[src/rtl/count_pkg.sv]
// Shared constants and helpers for the cascadable modulo-N counter.
// Optional feature macro: COUNTN_DOWN_EN (adds bidirectional counting).
package count_pkg;

  localparam int unsigned MOD_DEF    = 10;
  localparam int unsigned WIDTH_DEF  = 4;
  localparam int unsigned DIGITS_DEF = 2;

  // Direction encoding on the UP input
  localparam logic DIR_UP   = 1'b1;
  localparam logic DIR_DOWN = 1'b0;

  // Loaded digit values at or above the modulus saturate to the top digit value
  function automatic int unsigned clamp_digit(input int unsigned value,
                                              input int unsigned modulus);
    return (value >= modulus) ? modulus - 1 : value;
  endfunction

endpackage

[src/rtl/count_modn_digit.sv]
// One modulo-MOD digit register with load, step enable and terminal carry.
// Optional feature macro: COUNTN_DOWN_EN (adds the up port and borrow logic).
module count_modn_digit
  import count_pkg::*;
#(
  parameter int unsigned MOD   = MOD_DEF,
  parameter int unsigned WIDTH = WIDTH_DEF
) (
  input  logic             clk,
  input  logic             rst,
  input  logic             ci,
`ifdef COUNTN_DOWN_EN
  input  logic             up,
`endif
  input  logic             ld,
  input  logic [WIDTH-1:0] d,
  output logic [WIDTH-1:0] q,
  output logic             co
);

  localparam logic [WIDTH-1:0] MAX = WIDTH'(MOD - 1);

  logic [WIDTH-1:0] q_q;
  logic [WIDTH-1:0] q_d;
  logic             term_c;

  // Next digit value: load (clamped) beats step, step wraps at the modulus
  always_comb begin
    q_d = q_q;
    if (ld) begin
      q_d = WIDTH'(clamp_digit(32'(d), MOD));
    end else if (ci) begin
`ifdef COUNTN_DOWN_EN
      if (up == DIR_UP) begin
        q_d = (q_q == MAX) ? '0 : q_q + WIDTH'(1);
      end else begin
        q_d = (q_q == '0) ? MAX : q_q - WIDTH'(1);
      end
`else
      q_d = (q_q == MAX) ? '0 : q_q + WIDTH'(1);
`endif
    end
  end

  // Digit sits at the value from which the next step wraps
  always_comb begin
    term_c = (q_q == MAX);
`ifdef COUNTN_DOWN_EN
    if (up == DIR_DOWN) begin
      term_c = (q_q == '0);
    end
`endif
  end

  // Digit state register with synchronous reset
  always_ff @(posedge clk) begin
    if (rst) begin
      q_q <= '0;
    end else begin
      q_q <= q_d;
    end
  end

  assign q  = q_q;
  assign co = ci & term_c;

endmodule

[src/rtl/count_modn_chain.sv]
// Cascadable DIGITS-stage modulo-MOD counter with load, enable and carry out.
// Optional feature macro: COUNTN_DOWN_EN (adds UP port, bidirectional count).
module count_modn_chain
  import count_pkg::*;
#(
  parameter int unsigned MOD    = MOD_DEF,
  parameter int unsigned WIDTH  = WIDTH_DEF,
  parameter int unsigned DIGITS = DIGITS_DEF
) (
  input  logic                    CLK,
  input  logic                    RST,
  input  logic                    EN,
`ifdef COUNTN_DOWN_EN
  input  logic                    UP,
`endif
  input  logic                    LD,
  input  logic [DIGITS*WIDTH-1:0] D,
  output logic [DIGITS*WIDTH-1:0] Q,
  output logic                    CY
);

  // Digit chain: each stage steps when EN and every lower stage is terminal
  for (genvar k = 0; k < DIGITS; k++) begin : g_digit
    logic ci;
    logic co;

    if (k == 0) begin : g_first
      assign ci = EN;
    end else begin : g_next
      assign ci = g_digit[k-1].co;
    end

    count_modn_digit #(
      .MOD   (MOD),
      .WIDTH (WIDTH)
    ) u_digit (
      .clk (CLK),
      .rst (RST),
      .ci  (ci),
`ifdef COUNTN_DOWN_EN
      .up  (UP),
`endif
      .ld  (LD),
      .d   (D[k*WIDTH +: WIDTH]),
      .q   (Q[k*WIDTH +: WIDTH]),
      .co  (co)
    );
  end

  // Cascade carry: whole chain terminal and enabled, suppressed by reset/load
  assign CY = g_digit[DIGITS-1].co & ~RST & ~LD;

endmodule

[config.mk]
export PLATFORM = sky130hd
export DESIGN_NAME = count_modn_chain
export DESIGN_NICKNAME = d
export VERILOG_FILES = /design/src/rtl/count_pkg.sv /design/src/rtl/count_modn_digit.sv /design/src/rtl/count_modn_chain.sv
export SDC_FILE = /design/constraint.sdc
export NUM_CORES = 1
export LEC_CHECK = 0
export BUFFER_PORTS_ARGS = -buffer_cell sky130_fd_sc_hd__buf_2
export CORE_AREA = 2 2 39 41
export CTS_BUF_LIST = sky130_fd_sc_hd__clkbuf_2 sky130_fd_sc_hd__clkbuf_4 sky130_fd_sc_hd__clkbuf_8
export CTS_CLUSTER_DIAMETER = 80
export DETAILED_ROUTE_END_ITERATION = 10
export DIE_AREA = 0 0 41 43
export GPL_TIMING_DRIVEN = 0
export PLACE_DENSITY = 0.65
export SYNTH_ARGS = -nofsm -noshare
export SYNTH_HDL_FRONTEND = slang
export SYNTH_HIERARCHICAL = 1
export SYNTH_SLANG_ARGS = --single-unit
[constraint.sdc]
create_clock -name CLK -period 2.2 [get_ports CLK]
set_input_delay 0.22 -clock CLK [delete_from_list [all_inputs] [get_ports CLK]]
set_output_delay 0.22 -clock CLK [all_outputs]
set_load 0.05 [all_outputs]
* Yosys cells after proc, flatten, opt, wreduce, memory -nomap -nowiden
Cells that the tools add are included.
** Storage, ports and cells
- Bits in registers :: 8
- Bits of input ports :: 12
- Output and inout bits :: 9
** Cells by class
- $add $sub $neg :: 2
- $lt $le $gt $ge :: 2
- Eq/ne operators :: 2
- Multiplexer cells :: 8
- Bitwise operators :: 6
- Reductions and logical operators :: 2
** Operators with widths (count)
- $mux 4 :: 8
- $add 4x1->4 const B :: 2
- $eq 4x4->1 const B :: 2
- $ge 4x4->1 const B :: 2
- $and 1x1->1 :: 4
- $reduce_bool 2->1 :: 2
- $not 1->1 :: 2

* Longest topological paths before layout
- Depth after elaboration :: 5
- Mapped depth :: 5

* Hierarchy
Netlist, hierarchy kept.
** Modules (own cells, without submodules)
- count_modn_digit :: instances 2, cells an instance 28, area each 244.0 µm², seq. area each 80.1 µm²
- count_modn_chain :: instances 1, cells an instance 1, area each 12.5 µm², seq. area each 0.0 µm²

* Worst setup path after synthesis
No wires, ideal clock.
- Kind :: reg-to-output
- Start point :: register g_digit[0].u_digit.q_q[0]
- End point :: output port CY
- Data arrival time :: 2502 ps
- Slack :: -522 ps
- Stages on the path, launching flop included :: 6
- Path buffers :: 0
- Path through :: dfxtp_1 -> nand2_2 -> nor4b_1 -> nand2_2 -> nor4b_1 -> nor3b_2
** Between the ends
- Longest elaborated chain between the ends :: 5
** Ends and longest elaborated chain
- from (decl) :: RTL line count_modn_digit.sv:23 : logic [WIDTH-1:0] q_q;
- from (signal assigned) :: RTL line count_modn_digit.sv:60 : q_q <= q_d;
- $eq 4x4->1 :: RTL line count_modn_digit.sv:47 : term_c = (q_q == MAX);
- $and 1x1->1 :: RTL line count_modn_digit.sv:65 : assign co = ci & term_c;
- net g_digit[0].co :: RTL line count_modn_chain.sv:25 : logic co;
- $and 1x1->1 :: RTL line count_modn_digit.sv:65
- net g_digit[1].co :: RTL line count_modn_chain.sv:25
- $and 1x1->1 (2 in a row) :: RTL line count_modn_chain.sv:51 : assign CY = g_digit[DIGITS-1].co & ~RST & ~LD;
- to (decl) :: RTL line count_modn_chain.sv:19 : output logic CY
The timed path passes the listed nets, and every way through them passes these cells.

* Worst setup path in the final report
Same ends and word-level chain as after synthesis.

==> flow_summary.ini <==
[clock_network]
clk_pin_slew_ns = 0.06
max-clock-path-buffers = 2
htreeDepth = 1
clock_sink_count = 8
worst_skew_pair.late_latency_ns = 0.25
clock_tree.root_cell = sky130_fd_sc_hd__clkbuf_4
numCtsBuffers = 3
tritoncts_clock_tree = built

[global_route]
grt_pass1_wl_um = 1860
globalRouteTotalUtil = 0.152
grt-ovfl-total = 0
globalRouteMet2Util = 0.194
gr-usage-met3 = 0.0157
first_global_vias = 428
grt_max_degree = 10
initial_antenna_violation_count = 0
highest_utilization_routing_layer_at_the_global_route_stage = met1
global_route.usage.met1 = 0.231

[timing]
setup_ws_ns = 0.109
timing.final.max_slew_violations = 0
fin_skew_ns = 0.00435
rsz0062_at_grt = no
timing.final.crit_share = 0.950
worst_slew_margin_rel = 0.814
setup_violations = 0
timing.fmax_mhz = 478
finalSetupTns_ns = 0
worst_slew_pin_slew_ns = 0.278
post-route-min-period_ns = 2.09
hold_viol = 0

[critical_path]
worst-path-max-fanout = 5
timing.reg2reg.setup_slack_ns = 0.71
worstRegToRegCells = 5
rr_startpoint = g_digit[0].u_digit/q[0]
regToRegEndpoint = g_digit[1].u_digit/q[1]
setup.worst_path.end_class = output port
critPathLaunchType = register
worstSetupPathType = register to output port
critical_path_arrival_ns = 1.87
critPathRequiredTime_ns = 1.98

[logic_synthesis]
synth_area_per_cell_um2 = 8.78
postSynthNetCount = 69
yosys_register_bits = 8
synth_compound_gate_area_share = 0.315
post_synth_and_or_nand_nor_area_fraction = 0.265
synthesized_area_fraction_occupied_by_adder_cells = 0
yosys_warning_count = 6
main_combinational_cell_family_by_area_after_synthesis = compound AO/OA/AOI/OAI gates
synth_xor_xnor_area_share = 0.0700
synth_seq_area_share = 0.320
netlist_instances = 57
synth_mux_area_frac = 0
synth_area_um2 = 500
yosysUniqueCellTypes = 19

[min_path]
worst_hold_path_stage_count = 3
timing.hold.worst.start = D[5]
hold_path_end = g_digit[1].u_digit/q[1]
hp-class = primary input to register

[final_layout]
most_common_library_cell_in_the_layout_ignoring_fill_and_taps = sky130_fd_sc_hd__buf_2
final_layout_size_suffix_gt1_frac = 0.427
syn_to_final_growth_pct = 37.5
finalNetCount = 96
largest_register_ff_count = 8
antenna_cells = 0
mostFrequentLayoutCells = 19 x sky130_fd_sc_hd__buf_2, 6 x sky130_fd_sc_hd__o21ai_0, 6 x sky130_fd_sc_hd__dfxtp_1

[drt]
drc_errors = 0
wl_per_cell_um = 11.4
ant_nets = 0
drt_first_iter_violations = 8
drt-vias-per-instance = 5.13
via_count = 503
drt_pass_1_iters = 4
wl_um = 1110

[outcome]
outcome = completed

[place]
port_buffers = 20
dpl_worst_slack_ns = 0.234
hpwlAfterDp_um = 844
finalWeightedCongestion = 0.759

[die]
initial_utilization = 0.362
chipHeight_um = 43
core.rowCount = 14
floorplan.die.width_um = 41
ioPinCount = 21
floorplan.core_area_um2 = 1380
die-area_um2 = 1760

[flow_run]
drv.max_cap_violation_count = 0

[pwr]
pwr_density_cell_nw_per_um2 = 571
static-leakage-power_nw = 0.296
vdd_ir_drop_max_mv = 0.329
kinds of logic (layout without fill, tap and decap cells):
family                    after synthesis  in the layout
DFF                                     8              8
xor gates and xnor gates                4              4
AOI/OAI and AO/OA                      22             22
buffers and inverters                   4             29
and+or+nand+nor                        19             19
worst max-delay path, stage by stage, from the launching register on:
cell and delay (ns):
sky130_fd_sc_hd__dfxtp_2 0.36, sky130_fd_sc_hd__nand2_2 0.10, sky130_fd_sc_hd__nor4b_4 0.35, sky130_fd_sc_hd__nand2_2 0.12
sky130_fd_sc_hd__nor4b_1 0.29, sky130_fd_sc_hd__nor3b_4 0.23, sky130_fd_sc_hd__buf_6 0.18
Yosys cell counts:
library cell               count  share of area
sky130_fd_sc_hd__a21oi_1       4          0.040
sky130_fd_sc_hd__inv_1         4          0.030
sky130_fd_sc_hd__a21o_1        2          0.030
sky130_fd_sc_hd__nand3_1       2          0.020
sky130_fd_sc_hd__xnor2_1       4          0.070
sky130_fd_sc_hd__a221oi_1      2          0.035
sky130_fd_sc_hd__nand2_2       2          0.025
sky130_fd_sc_hd__a221oi_2      2          0.060
sky130_fd_sc_hd__and4b_2       2          0.045
sky130_fd_sc_hd__o21bai_1      2          0.030
sky130_fd_sc_hd__dfxtp_1       8           0.32
sky130_fd_sc_hd__nor2b_1       4          0.050
sky130_fd_sc_hd__nor3b_2       1          0.025
sky130_fd_sc_hd__nand2b_1      4          0.050
sky130_fd_sc_hd__o21ai_0       6          0.060
sky130_fd_sc_hd__a211o_1       2          0.035
sky130_fd_sc_hd__nor2_1        2          0.015
sky130_fd_sc_hd__nor4b_1       2          0.035
sky130_fd_sc_hd__a31oi_1       2          0.025
metal layers:
metal  share of wire  wire length (µm)
met2            0.47               519
met3           0.023                26
met4           0.015                17
met1            0.49               551
met5               0                 0
per-stage QoR:
stage	total power, mW	area [µm²]	utilization	std cells	hold WS (ns)
6_report	0.393	688	0.497	98	0.261
5_1_grt	0.419	688	0.497	98	0.258
4_1_cts	0.397	669	0.484	96	0.255
3_5_place_dp	0.286	644	0.466	93	0.519
3_3_place_gp	0.285	644	0.466	93	0.515
2_1_floorplan	0.250	524	-	57	0.286
layout make-up:
class	count	area, µm²
fill	142	696
multi-input combinational	45	347
sequential	8	163
timing repair buffer	22	121
clock buffer	3	22.5
tap	16	20.0
inverter	4	15.0
how the worst max path moves through the flow:
stage	from	to	slack, ns	cells past startpoint
4_1_cts	g_digit[0].u_digit/q[0]	CY	0.02	6
3_3_place_gp	g_digit[0].u_digit/q[0]	CY	0.26	6
2_1_floorplan	g_digit[0].u_digit/q[0]	CY	0.05	5
6_report	g_digit[0].u_digit/q[0]	CY	0.11	6
3_5_place_dp	g_digit[0].u_digit/q[0]	CY	0.23	6
5_1_grt	g_digit[0].u_digit/q[0]	CY	0.006	6
where the power goes:
| group | switching (mW) | total [mW] | leakage, nW | internal, mW |
|---|---|---|---|---|
| clock | 0.0468 | 0.109 | 0.0138 | 0.0622 |
| sequential | 0.0166 | 0.173 | 0.0670 | 0.157 |
| combinational | 0.0714 | 0.111 | 0.215 | 0.0392 |
what timing repair did:
action | in CTS | in global routing
setup buffers | 0 | 2
hold buffers | 0 | 0
cloned | 0 | 0
gates resized for setup | 1 | 1
setup endpoints to repair | 1 | 1
pin swaps | 0 | 1
(Power assumes the default switching activity.)
